`src/rtl/bcd_down_timer.sv`:
```
// 4-digit BCD countdown timer with preset, start/stop/load control and completion flag.
// Latency: RUN is entered 1 cycle after start; first decrement PRESCALE cycles later. Outputs registered.
// No backpressure; control pulses sampled every cycle, priority load > stop > start. Option: BCD_DONE_HOLD_EN.
module bcd_down_timer #(
    parameter int PRESCALE = 1,
    parameter int WRAP     = 0
) (
    input  logic       clk,
    input  logic       rst,
    input  logic       load,
    input  logic [3:0] din0,
    input  logic [3:0] din1,
    input  logic [3:0] din2,
    input  logic [3:0] din3,
    input  logic       start,
    input  logic       stop,
    output logic [3:0] out0,
    output logic [3:0] out1,
    output logic [3:0] out2,
    output logic [3:0] out3,
    output logic       busy,
    output logic       done
);

    localparam logic [1:0] S_IDLE  = 2'd0;
    localparam logic [1:0] S_RUN   = 2'd1;
    localparam logic [1:0] S_PAUSE = 2'd2;

    localparam logic [15:0] PS_LAST = 16'(PRESCALE - 1);
    localparam bit          WRAP_EN = (WRAP != 0);

`ifdef BCD_DONE_HOLD_EN
    localparam bit DONE_HOLD = 1'b1;
`else
    localparam bit DONE_HOLD = 1'b0;
`endif

    logic [1:0]  state, state_nxt;
    logic [15:0] cnt, cnt_nxt;
    logic [15:0] preset, preset_nxt;
    logic [15:0] pre, pre_nxt;
    logic        done_q, done_nxt;

    logic [15:0] din_clamped;
    logic [15:0] cnt_dec;
    logic        cnt_zero;
    logic        preset_zero;
    logic        start_ok;

    function automatic logic [3:0] clamp9(input logic [3:0] d);
        return (d > 4'd9) ? 4'd9 : d;
    endfunction

    // Whole-word BCD decrement; the borrow ripples through all digits in one cycle.
    function automatic logic [15:0] bcd_dec(input logic [15:0] c);
        logic [15:0] r;
        logic        borrow;
        r      = c;
        borrow = 1'b1;
        for (int i = 0; i < 4; i++) begin
            if (borrow) begin
                if (c[i*4 +: 4] == 4'd0) begin
                    r[i*4 +: 4] = 4'd9;
                end else begin
                    r[i*4 +: 4] = c[i*4 +: 4] - 4'd1;
                    borrow      = 1'b0;
                end
            end
        end
        return r;
    endfunction

    assign din_clamped = {clamp9(din3), clamp9(din2), clamp9(din1), clamp9(din0)};
    assign cnt_dec     = bcd_dec(cnt);
    assign cnt_zero    = (cnt == 16'h0000);
    assign preset_zero = (preset == 16'h0000);
    assign start_ok    = !cnt_zero && !(WRAP_EN && preset_zero);

    always_comb begin
        state_nxt  = state;
        cnt_nxt    = cnt;
        preset_nxt = preset;
        pre_nxt    = pre;
        done_nxt   = DONE_HOLD ? done_q : 1'b0;

        if (load) begin
            cnt_nxt    = din_clamped;
            preset_nxt = din_clamped;
            pre_nxt    = 16'd0;
            state_nxt  = S_IDLE;
            done_nxt   = 1'b0;
        end else begin
            case (state)
                S_IDLE: begin
                    if (!stop && start && start_ok) begin
                        state_nxt = S_RUN;
                        pre_nxt   = 16'd0;
                        done_nxt  = 1'b0;
                    end
                end
                S_RUN: begin
                    if (stop) begin
                        state_nxt = S_PAUSE;
                    end else if (pre == PS_LAST) begin
                        pre_nxt = 16'd0;
                        // Only a wrapping timer can still be running at 0000: reload instead of decrementing.
                        if (cnt_zero) begin
                            if (WRAP_EN) begin
                                cnt_nxt = preset;
                            end else begin
                                state_nxt = S_IDLE;
                            end
                        end else begin
                            cnt_nxt = cnt_dec;
                            if (cnt_dec == 16'h0000) begin
                                done_nxt = 1'b1;
                                if (!WRAP_EN) begin
                                    state_nxt = S_IDLE;
                                end
                            end
                        end
                    end else begin
                        pre_nxt = pre + 16'd1;
                    end
                end
                S_PAUSE: begin
                    if (!stop && start) begin
                        state_nxt = S_RUN;
                        done_nxt  = 1'b0;
                    end
                end
                default: begin
                    state_nxt = S_IDLE;
                end
            endcase
        end
    end

    always_ff @(posedge clk or negedge rst) begin
        if (!rst) begin
            state  <= S_IDLE;
            cnt    <= 16'h0000;
            preset <= 16'h0000;
            pre    <= 16'd0;
            done_q <= 1'b0;
        end else begin
            state  <= state_nxt;
            cnt    <= cnt_nxt;
            preset <= preset_nxt;
            pre    <= pre_nxt;
            done_q <= done_nxt;
        end
    end

    assign out0 = cnt[3:0];
    assign out1 = cnt[7:4];
    assign out2 = cnt[11:8];
    assign out3 = cnt[15:12];
    assign busy = (state == S_RUN);
    assign done = done_q;

endmodule

```
`config.mk`:
```
export PLATFORM = sky130hd
export DESIGN_NAME = bcd_down_timer
export DESIGN_NICKNAME = d
export VERILOG_FILES = /design/src/rtl/bcd_down_timer.sv
export SDC_FILE = /design/constraint.sdc
export NUM_CORES = 1
export LEC_CHECK = 0
export BUFFER_PORTS_ARGS = -buffer_cell sky130_fd_sc_hd__clkbuf_2
export CAP_MARGIN = 10
export CELL_PAD_IN_SITES_DETAIL_PLACEMENT = 0
export CELL_PAD_IN_SITES_GLOBAL_PLACEMENT = 1
export CORE_MARGIN = 1.5
export CORE_UTILIZATION = 47
export CTS_BUF_LIST = sky130_fd_sc_hd__clkbuf_8
export DETAILED_ROUTE_END_ITERATION = 6
export GPL_TIMING_DRIVEN = 0
export PLACE_DENSITY_LB_ADDON = 0.1
export RECOVER_POWER = 50
export SKIP_LAST_GASP = 1
export SLEW_MARGIN = 0
export SYNTH_ARGS = -nofsm -noshare
export SYNTH_HDL_FRONTEND = slang
export SYNTH_SLANG_ARGS = --single-unit
```
`constraint.sdc`:
```
create_clock -name clk -period 5.1 [get_ports clk]
set_input_delay 0.51 -clock clk [delete_from_list [all_inputs] [get_ports clk]]
set_output_delay 0.51 -clock clk [all_outputs]
set_load 0.01 [all_outputs]
```
==> metrics.csv, run 1 <==
stage,metric,value,unit
yosys,synth_compound_area_frac,0.2400,
routing,drt-total-wl,5808,um
place,dpl.hpwl,4041,um
cts,clkSlewWorstSetupHoldPaths,0.07,ns
routing,via_count,2163,
critical_path,start_kind,register,
grt,grtUsageMet1,0.3863,
yosys,ys_types,56,
status,violations,"capacitance limit, slew limit",
yosys,synthesis.area,2216,sq um
yosys,synth_top_family_by_area,simple AND/OR/NAND/NOR gates,
yosys,ys_seq_area_frac,0.3953,
flow_run,drv_cap,1,
grt,grt_pass1_wl,9984,um
sta,fin_tns_setup,0,ns
cts,clock-sinks,35,
grt,grt_pass1_vias,2005,
cts,cts_tree,yes,
cts,cts_resized,0,
grt,grt_overflow,0,
cts,cts_buffer_depth,2,
sta,worst-slew-pin-transition,1.979,ns
sta,holdWs,0.4574,ns
yosys,syn_area_per_cell,8.793,sq um
grt,grt_max_degree,36,
final_layout,n_antenna_cell,0,
min_path,hp-class,primary input to register,
critical_path,path_cells,"inv_1, ha_1, nor3b_1, and4_1, buf_4, o211ai_2, buf_6, o41ai_1, a31oi_1",
critical_path,slowest_delay,0.46,ns
yosys,yosysTopAreaCell,dfrtp_1,
yosys,synthMuxAreaShare,0.009034,
sta,clock.fmax,0.4213,GHz
yosys,synthAdderAreaFrac,0.01129,
yosys,ys_top_cells_by_count,"dfrtp_1 (35), o21ai_0 (27), nand2_1 (22)",
cts,post_cts_buffers,0,
critical_path,worstPathArrival,2.51,ns
sta,setup_violations,0,
critical_path,critPathBufInv,3,
critical_path,cpMaxStageDelayCell,o41ai_1,
power,irDropWorstVdd,0.1613,mV
sta,skew,0.003671,ns
routing,routedWlPerCell,16.59,um
grt,gr-max-usage-layer,met1,
place,gp_congestion,0.8252,
die,coreArea,4444,sq um
sta,period_share,0.4655,
yosys,synthCells,252,
final_layout,drive_above_1_share,0.1879,
sta,finalMaxSlewViolations,36,
yosys,ys_seq_elements,35,
cts,cts_buffers,5,
die,initial_core_util,0.4986,
critical_path,worstSetupPathType,register to register,
yosys,synth_edf_count,0,
routing,drc,0,
critical_path,cp_max_fo,10,
critical_path,cp_data_required_time,5.24,ns
die,num_rows,24,
sta,min_period,2.374,ns
sta,maxSlewHeadroom,-0.3192,
yosys,synthArstFlopShare,1.000,
die,ios,39,
grt,antenna_found_initial,0,
final_layout,multi_input_area,1221,sq um
yosys,synthFlopType,dfrtp_1,
yosys,synth_xor_area_frac,0.007905,
sta,rsz0062_at_grt,false,
cts,root_buffer,clkbuf_8,
die,dieHeight,71.67,um
power,leakagePower,0.9968,nW
die,die_w,71.67,um
routing,drtPass1Iterations,7,
cts,cts-htree-levels,2,
yosys,syn_nets,275,
critical_path,endpoint_kind,register,
grt,grt_util_met2,0.3344,
routing,drt-initial-drc-count,201,
yosys,yosys.area_share.simple,0.2829,
status,outcome,"complete, but fails checks",
cts,holdBufCountCts,0,
sta,hold_viol,0,
power,cellPowerDensity,243.0,nW/um^2
place,port_buffers,38,
routing,ant_nets,0,
critical_path,critical_path.top_delay_family,compound AO/OA/AOI/OAI gates,
final_layout,seq_area,875.8,sq um
power,power.total,621.7,uW
die,die_area,5136,sq um
final_layout,fin_nets,320,
grt,grt_use_met3,0.06470,
grt,gr-usage-all-layers,0.2450,
final_layout,syn_to_final_growth,15.47,%
yosys,synth_top_area_frac,0.3953,
yosys,synth.area.top_cells,"dfrtp_1 (40%), o21ai_0 (6.1%), nand2_1 (3.7%), nor3_1 (3.6%), nor2_1 (3.0%)",
final_layout,fill_cells,433,
yosys,yosysWarnings,0,
yosys,synth_most_common_cell,dfrtp_1,
routing,via_per_inst,6.180,
cts,worst_skew_pair.late_latency,0.28,ns
[worst register-to-register path: cells and delay by family (launching register included)]
kind,cells,cell delay [ns]
AND/OR/NAND/NOR,2,0.54
flip-flops,1,0.42
AO/OA/AOI/OAI,3,0.72
adder cells (fa/ha/maj),1,0.15
buffers and inverters,3,0.41
[per-stage QoR]
| step | worst slack [ns] | area, sq um | std cells | utilization |
|---|---|---|---|---|
| 2_1_floorplan | 3.113 | 2216 | 252 | - |
| 3_3_place_gp | 2.840 | 2471 | 342 | 0.5560 |
| 3_5_place_dp | 2.806 | 2471 | 342 | 0.5560 |
| 4_1_cts | 2.780 | 2571 | 350 | 0.5785 |
| 5_1_grt | 2.586 | 2559 | 350 | 0.5757 |
| 6_report | 2.726 | 2559 | 350 | 0.5757 |
[final cells by class]
type                       instances  share of cell area
sequential                        35              0.3423
buffer                            11             0.02836
clock inverter                     1            0.001467
tap                               52             0.02543
inverter                          12             0.01760
clock buffer                       7             0.03765
multi-input combinational        194              0.4773
timing repair buffer              38             0.06993
[per-layer routing]
layer | part of all wire | up-vias
met5 | 0 | -
met4 | 0.0072 | 0
met3 | 0.064 | 6
met2 | 0.43 | 82
met1 | 0.50 | 1018
li1 | - | 1057
[final timing paths]
kind	start	endpoint	slack, ns	depth (start not counted)
max in group asynchronous	rst	cnt[3]$_DFFE_PN0P_	3.19	1
min in group asynchronous	rst	pre[0]$_DFFE_PN0P_	0.78	1
hold / removal	din0[1]	cnt[1]$_DFFE_PN0P_	0.46	3
setup reg to reg	pre[0]$_DFFE_PN0P_	cnt[12]$_DFFE_PN0P_	2.73	9
hold reg to reg	pre[9]$_DFFE_PN0P_	pre[9]$_DFFE_PN0P_	0.54	1
setup / recovery	pre[0]$_DFFE_PN0P_	cnt[12]$_DFFE_PN0P_	2.73	9
[report_power, final]
group          internal (mW)  total, mW  switching (mW)  leakage [nW]
clock                  0.121      0.221          0.0998        0.0557
combinational         0.0371     0.0911          0.0541         0.486
sequential             0.289      0.309          0.0200         0.455
[cells in the final DEF (no fill, tap or decap), drive strengths merged, types with 7 or more instances in the layout]
cell type,instances
clkbuf,50
dfrtp,35
o21ai,28
nand2,22
nor2,18
nor3,17
inv,13
nor4,11
nand3,8
o31ai,7
or3,7
[kinds of logic after synthesis]
| family | Yosys count |
|---|---|
| buf+inv | 23 |
| compound gates | 78 |
| flops | 35 |
| simple gates | 110 |
| mux | 2 |
| xor+xnor | 2 |
| fa+ha+maj | 2 |
[flip-flops by register name, indices dropped and copies added (netlist names)]
| signal | cells |
|---|---|
| cnt | 16 |
| pre | 16 |
| state | 2 |
| done | 1 |
Power figures use the tool's default switching activity.
==> inputs of run 2 (changes only) <==
--- a/config.mk
+++ b/config.mk
@@ -5,12 +5,13 @@
 export SDC_FILE = /design/constraint.sdc
 export NUM_CORES = 1
 export LEC_CHECK = 0
+export ABC_AREA = 1
 export BUFFER_PORTS_ARGS = -buffer_cell sky130_fd_sc_hd__clkbuf_2
 export CAP_MARGIN = 10
 export CELL_PAD_IN_SITES_DETAIL_PLACEMENT = 0
 export CELL_PAD_IN_SITES_GLOBAL_PLACEMENT = 1
 export CORE_MARGIN = 1.5
-export CORE_UTILIZATION = 47
+export CORE_UTILIZATION = 43
 export CTS_BUF_LIST = sky130_fd_sc_hd__clkbuf_8
 export DETAILED_ROUTE_END_ITERATION = 6
 export GPL_TIMING_DRIVEN = 0
==> constraint.sdc (replaced) <==
create_clock -name clk -period 2.36 [get_ports clk]
set_input_delay 0.236 -clock clk [delete_from_list [all_inputs] [get_ports clk]]
set_output_delay 0.236 -clock clk [all_outputs]
set_load 0.01 [all_outputs]
==> metrics.csv, run 2 <==
stage,metric,value,unit,change
routing,drt-total-wl,7460,um,was 5808 um
final_layout,mostFrequentLayoutCell,nand2_1,,was dfrtp_1
sta,holdWs,0.1884,ns,was 0.4574 ns
yosys,syn_area_per_cell,7.058,sq um,was 8.793 sq um
critical_path,critical_path.top_delay_family,simple AND/OR/NAND/NOR gates,,was compound AO/OA/AOI/OAI gates
grt,grt_max_degree,36,,unchanged
yosys,yosysWarnings,0,,unchanged
cts,cts_buffer_depth,2,,unchanged
power,internal_power,1.246,mW,was 447.8 uW
final_layout,final_cell_mix,"nand2_1 (93), inv_1 (44), dfrtp_1 (35)",,"was dfrtp_1 (35), clkbuf_2 (29), o21ai_0 (27)"
power,leakagePower,1.534,nW,was 0.9968 nW
die,ios,39,,unchanged
die,die_area,6891,sq um,was 5136 sq um
final_layout,fill_cells,622,,was 433
cts,clkSlewWorstSetupHoldPaths,0.07,ns,about the same
sta,rsz0062_at_grt,false,,unchanged
grt,gr-usage-all-layers,0.2284,,was 0.2450
die,die_w,83.01,um,was 71.67 um
yosys,ys_seq_elements,35,,unchanged
sta,maxSlewHeadroom,-0.3448,,was -0.3192
sta,hold_viol,0,,unchanged
critical_path,cp_data_required_time,2.53,ns,was 5.24 ns
status,outcome,"complete, but fails checks",,unchanged
yosys,ys_types,42,,was 56
yosys,synthFlopType,dfrtp_1,,unchanged
die,num_rows,28,,was 24
critical_path,critPathBufInv,2,,was 3
final_layout,n_antenna_cell,0,,unchanged
routing,drt-initial-drc-count,192,,was 201
cts,clock-sinks,35,,unchanged
cts,holdBufCountCts,0,,unchanged
cts,cts_buffers,5,,unchanged
critical_path,worstRegToRegCells,8,,was 9
place,dpl.hpwl,5645,um,was 4041 um
critical_path,crit_start,pre[0]$_DFFE_PN0P_,,unchanged
grt,grt_pass1_vias,2594,,"was 2,005"
critical_path,start_kind,register,,unchanged
sta,worst-slew-pin-transition,2.017,ns,was 1.979 ns
critical_path,path_depth,8,,was 9
final_layout,drive_above_1_share,0.2087,,was 0.1879
min_path,min_from,din3[0],,was din0[1]
cts,post_cts_buffers,0,,unchanged
power,power.total,2.167,mW,was 621.7 uW
yosys,synth_top_area_frac,0.3182,,was 0.3953
yosys,synth_most_common_cell,nand2_1,,was dfrtp_1
cts,cts_tree,yes,,unchanged
final_layout,syn_to_final_growth,13.50,%,was 15.47%
sta,clock.fmax,0.4953,GHz,was 0.4213 GHz
power,irDropWorstVdd,0.3401,mV,was 0.1613 mV
critical_path,slowest_delay,0.44,ns,was 0.46 ns
yosys,synthesis.area,2753,sq um,was 2216 sq um
final_layout,fin_cells,511,,was 350
sta,min_period,2.019,ns,was 2.374 ns
critical_path,r2r-start,pre[0]$_DFFE_PN0P_,,unchanged
critical_path,worstSetupPathType,register to register,,unchanged
sta,fin_tns_setup,0,ns,unchanged
critical_path,cp_max_fo,10,,unchanged
routing,drtPass1Iterations,5,,was 7
sta,period_share,0.8556,,was 0.4655
critical_path,reg2reg_slack,0.34,ns,was 2.73 ns
routing,routedWlPerCell,14.60,um,was 16.59 um
cts,cts-htree-levels,2,,unchanged
grt,grt_pass1_wl,12780,um,was 9984 um
die,initial_core_util,0.4542,,was 0.4986
cts,cts_resized,0,,unchanged
yosys,synth.area.top_cells,"dfrtp_1 (32%), nand2_1 (13%), inv_1 (5.9%), nand3_1 (5.1%), nor2_1 (4.5%)",,"was dfrtp_1 (40%), o21ai_0 (6.1%), nand2_1 (3.7%), nor3_1 (3.6%), nor2_1 (3.0%)"
final_layout,reg_top3,"cnt x16, pre x16, state x2",,unchanged
grt,antenna_found_initial,0,,unchanged
min_path,hp-class,primary input to register,,unchanged
yosys,synthArstFlopShare,1.000,,unchanged
yosys,ys_seq_area_frac,0.3182,,was 0.3953
place,place_inst,503,,was 342
flow_run,drv_cap,1,,unchanged
power,cellPowerDensity,693.5,nW/um^2,was 243.0 nW/um^2
critical_path,worstPathArrival,2.18,ns,was 2.51 ns
power,switching_share,0.4249,,was 0.2797
yosys,syn_nets,413,,was 275
die,coreArea,6061,sq um,was 4444 sq um
critical_path,cpMaxStageDelayCell,dfrtp_1,,was o41ai_1
die,dieHeight,83.01,um,was 71.67 um
power,comb_power_share,0.406,,was 0.147
sta,skew,0.005782,ns,was 0.003671 ns
critical_path,reg2reg_to,cnt[8]$_DFFE_PN0P_,,was cnt[12]$_DFFE_PN0P_
routing,drc,0,,unchanged
yosys,yosysTopAreaCell,dfrtp_1,,unchanged
routing,via_per_inst,5.386,,was 6.180
yosys,ys_top_cells_by_count,"nand2_1 (93), inv_1 (43), dfrtp_1 (35)",,"was dfrtp_1 (35), o21ai_0 (27), nand2_1 (22)"
yosys,synthCells,390,,was 252
power,p_switching,920.7,uW,was 173.9 uW
cts,root_buffer,clkbuf_8,,unchanged
critical_path,endpoint,cnt[8]$_DFFE_PN0P_,,was cnt[12]$_DFFE_PN0P_
cts,worst_skew_pair.late_latency,0.30,ns,was 0.28 ns
status,violations,"capacitance limit, slew limit",,unchanged
grt,grt_overflow,0,,unchanged
critical_path,path_cells,"inv_1, ha_1, nand3_1, nor3_4, nand3_2, nand2_2, buf_4, o21ai_0",,"was inv_1, ha_1, nor3b_1, and4_1, buf_4, o211ai_2, buf_6, o41ai_1, a31oi_1"
routing,via_count,2752,,"was 2,163"
power,pwr-share-seq,0.364,,was 0.498
routing,ant_nets,0,,unchanged
sta,finalMaxSlewViolations,36,,unchanged
place,gp_congestion,0.9028,,was 0.8252
yosys,synth_edf_count,0,,unchanged
power,p_clk_frac,0.230,,was 0.356
critical_path,endpoint_kind,register,,unchanged
final_layout,fin_nets,458,,was 320
sta,setup_violations,0,,unchanged
place,port_buffers,38,,unchanged
-- run 2: cell types whose count changed in the layout (fill, tap and decap cells not counted), sizes merged, moves of 11 or more --
cell / change
inv: +38
nand2: +86
nand3: +22
nand4: +11
nor2: +23
o21ai: +13
-- run 2: worst min path at each step --
| stage | cells after the start | to | slack, ns |
|---|---|---|---|
| floorplan | 0 | cnt[0]$_DFFE_PN0P_ | -0.06 |
| global placement | 1 | cnt[10]$_DFFE_PN0P_ | 0.42 |
| detailed placement | 1 | cnt[10]$_DFFE_PN0P_ | 0.43 |
| CTS | 1 | cnt[10]$_DFFE_PN0P_ | 0.11 |
| global route | 3 | cnt[12]$_DFFE_PN0P_ | 0.19 |
| finish | 3 | cnt[12]$_DFFE_PN0P_ | 0.19 |
-- run 2: cell type report --
type                    instances  area, sq um  area share
repair buffers                 38        177.7     0.05687
inverters                      51        193.9     0.06207
plain buffers                  11        101.3     0.03244
well taps                      75        93.84     0.03004
multi-input cells             293         1582      0.5062
clock buffers                   7        96.34     0.03084
flip-flops and latches         35        875.8      0.2803
clock inverters                 1        3.754    0.001201
-- run 2: power by group through the flow --
stage,clock network [mW],registers (mW),logic (mW)
floorplan,0,0.810,0.607
global placement,0,0.798,0.883
detailed placement,0,0.801,0.882
CTS,0.512,0.790,0.888
global route,0.539,0.808,0.979
finish,0.499,0.789,0.879
-- run 2: metrics by stage --
stage                     cell area [sq um]  setup slack [ns]    util
after floorplan                        2753            0.7255       -
after detailed placement               3037            0.3762  0.5010
final                                  3124            0.3409  0.5155
after global routing                   3124            0.1955  0.5155
after CTS                              3137            0.3531  0.5175
after global placement                 3037            0.3218  0.5010
-- run 2: cells by family (layout without fill, tap and decap cells) --
logic type	count (synthesis)	in the layout	synth area share
buffers and inverters	62	108	0.1073
flip-flops	35	35	0.3182
AO/OA/AOI/OAI	65	65	0.1455
XOR/XNOR	4	4	0.01273
AND/OR/NAND/NOR	222	222	0.4073
adder cells (fa/ha/maj)	2	2	0.009089
-- run 2: routing by layer --
layer	up-vias	GRT usage	wire length, um
met1	1280	0.3394	3863
met2	71	0.3407	3192
met4	0	0.06061	77
met3	6	0.04076	326
li1	1395	-	-
met5	-	0	0
-- run 2: worst reg2reg max path, stage by stage (launching register included) --
cell	delay [ns]
dfrtp_1	0.44
inv_1	0.12
ha_1	0.21
nand3_1	0.14
nor3_4	0.37
nand3_2	0.11
nand2_2	0.18
buf_4	0.23
o21ai_0	0.09
==> inputs of run 3 (changes only) <==
--- a/config.mk
+++ b/config.mk
@@ -15,7 +15,7 @@
 export CTS_BUF_LIST = sky130_fd_sc_hd__clkbuf_8
 export DETAILED_ROUTE_END_ITERATION = 6
 export GPL_TIMING_DRIVEN = 0
-export PLACE_DENSITY_LB_ADDON = 0.1
+export PLACE_DENSITY = 0.81
 export RECOVER_POWER = 50
 export SKIP_LAST_GASP = 1
 export SLEW_MARGIN = 0
==> metrics.csv, run 3 (synthesis gave the netlist of run 2 again) <==
stage,metric,value,unit,change
status,violations,"capacitance limit, slew limit",,unchanged
grt,gr-usage-all-layers,0.2227,,was 0.2284
routing,via_count,2704,,"was 2,752"
sta,setup_violations,0,,unchanged
sta,maxSlewHeadroom,-0.3672,,was -0.3448
final_layout,final_cell_mix,"nand2_1 (93), inv_1 (44), dfrtp_1 (35)",,unchanged
min_path,hold_depth,3,,unchanged
die,ios,39,,unchanged
critical_path,worstPathArrival,2.26,ns,was 2.18 ns
critical_path,worstRegToRegCells,8,,unchanged
power,irDropWorstVdd,0.4617,mV,was 0.3401 mV
final_layout,n_antenna_cell,0,,unchanged
grt,grt_pass1_vias,2565,,"was 2,594"
final_layout,fin_cells,511,,unchanged
die,die_area,6891,sq um,unchanged
cts,root_buffer,clkbuf_8,,unchanged
critical_path,endpoint_kind,register,,unchanged
critical_path,start_kind,register,,unchanged
critical_path,worstSetupPathType,register to register,,unchanged
final_layout,drive_above_1_share,0.2087,,unchanged
final_layout,mostFrequentLayoutCell,nand2_1,,unchanged
critical_path,path_cells,"inv_1, ha_1, nand3_1, nor3_4, nand3_2, nand2_2, buf_4, o21ai_0",,unchanged
routing,drc,0,,unchanged
cts,cts_resized,0,,unchanged
final_layout,reg_top3,"cnt x16, pre x16, state x2",,unchanged
place,dpl.hpwl,5519,um,was 5645 um
critical_path,cp_data_required_time,2.51,ns,was 2.53 ns
die,die_w,83.01,um,unchanged
routing,ant_nets,0,,unchanged
cts,holdBufCountCts,0,,unchanged
cts,post_cts_buffers,0,,unchanged
die,initial_core_util,0.4542,,unchanged
sta,hold_viol,0,,unchanged
grt,antenna_found_initial,0,,unchanged
die,coreArea,6061,sq um,unchanged
grt,grt_max_degree,36,,unchanged
routing,via_per_inst,5.292,,was 5.386
power,leakagePower,1.534,nW,about the same
sta,period_share,0.8904,,was 0.8556
sta,skew,0.006045,ns,was 0.005782 ns
power,cellPowerDensity,689.9,nW/um^2,was 693.5 nW/um^2
cts,clock-sinks,35,,unchanged
sta,finalMaxSlewViolations,36,,unchanged
status,outcome,"complete, but fails checks",,unchanged
routing,drt-initial-drc-count,144,,was 192
routing,drtPass1Iterations,5,,unchanged
die,dieHeight,83.01,um,unchanged
place,gp_congestion,0.9015,,was 0.9028
grt,grt_overflow,0,,unchanged
place,place_inst,503,,unchanged
place,port_buffers,38,,unchanged
cts,worst_skew_pair.late_latency,0.29,ns,was 0.30 ns
critical_path,cpMaxStageDelayCell,dfrtp_1,,unchanged
grt,grt_pass1_wl,12610,um,"was 12,780 um"
critical_path,slowest_delay,0.40,ns,was 0.44 ns
cts,cts_buffer_depth,2,,unchanged
routing,drt-total-wl,7340,um,was 7460 um
final_layout,fin_nets,458,,unchanged
final_layout,fill_cells,642,,was 622
min_path,hp-class,primary input to register,,unchanged
cts,cts_buffers,5,,unchanged
routing,routedWlPerCell,14.36,um,was 14.60 um
die,num_rows,28,,unchanged
cts,cts_tree,yes,,unchanged
sta,clock.fmax,0.4759,GHz,was 0.4953 GHz
sta,fin_tns_setup,0,ns,unchanged
sta,worst-slew-pin-transition,2.051,ns,was 2.017 ns
flow_run,drv_cap,1,,unchanged
sta,min_period,2.101,ns,was 2.019 ns
cts,cts-htree-levels,2,,unchanged
sta,rsz0062_at_grt,false,,unchanged
critical_path,cp_max_fo,10,,unchanged
final_layout,syn_to_final_growth,13.50,%,unchanged
cts,clkSlewWorstSetupHoldPaths,0.08,ns,was 0.07 ns
run 3: layer usage:
layer  wire (um)  part of all wire  GRT usage
met3         289             0.039    0.03777
met1        3943              0.54     0.3385
met5           0                 0          0
met4          67            0.0091    0.05455
met2        3040              0.41     0.3267
run 3: layout make-up:
type                            count  area [sq um]  share of cell area
Timing Repair Buffer               38         177.7             0.05687
Clock buffer                        7         96.34             0.03084
Clock inverter                      1         3.754            0.001201
Multi-Input combinational cell    293          1582              0.5062
Sequential cell                    35         875.8              0.2803
Buffer                             11         101.3             0.03244
Inverter                           51         193.9             0.06207
Tap cell                           75         93.84             0.03004
run 3: worst max-delay path, delay by kind of cell, from the launching register on:
kind,cells,cell delay (ns)
simple gates,4,0.85
fa+ha+maj,1,0.25
buf+inv,2,0.37
flops,1,0.40
compound gates,1,0.10
run 3: final timing paths:
| path | slack, ns | startpoint | end |
|---|---|---|---|
| hold / removal | 0.20 | din3[0] | cnt[12]$_DFFE_PN0P_ |
| max in group asynchronous | 0.66 | rst | cnt[15]$_DFFE_PN0P_ |
| min in group asynchronous | 0.53 | rst | cnt[1]$_DFFE_PN0P_ |
| setup reg to reg | 0.26 | pre[1]$_DFFE_PN0P_ | cnt[8]$_DFFE_PN0P_ |
| hold reg to reg | 0.56 | pre[15]$_DFFE_PN0P_ | pre[15]$_DFFE_PN0P_ |
| setup / recovery | 0.26 | pre[1]$_DFFE_PN0P_ | cnt[8]$_DFFE_PN0P_ |
run 3: power by group:
part	internal, mW	switching, mW	leakage, nW
Combinational	0.307	0.568	1.02
Sequential	0.676	0.113	0.462
Clock	0.262	0.229	0.0557
Total	1.25	0.910	1.53
run 3: through the flow:
step	setup slack, ns	area (sq um)	hold WS [ns]	utilization	total power [mW]
after global placement	0.3061	3037	0.4312	0.5010	1.682
after global routing	0.1334	3124	0.2069	0.5155	2.317
after CTS	0.2830	3137	0.1198	0.5175	2.185
after floorplan	0.7255	2753	-0.05959	-	1.417
final	0.2587	3124	0.1986	0.5155	2.156
after detailed placement	0.3012	3037	0.4419	0.5010	1.679
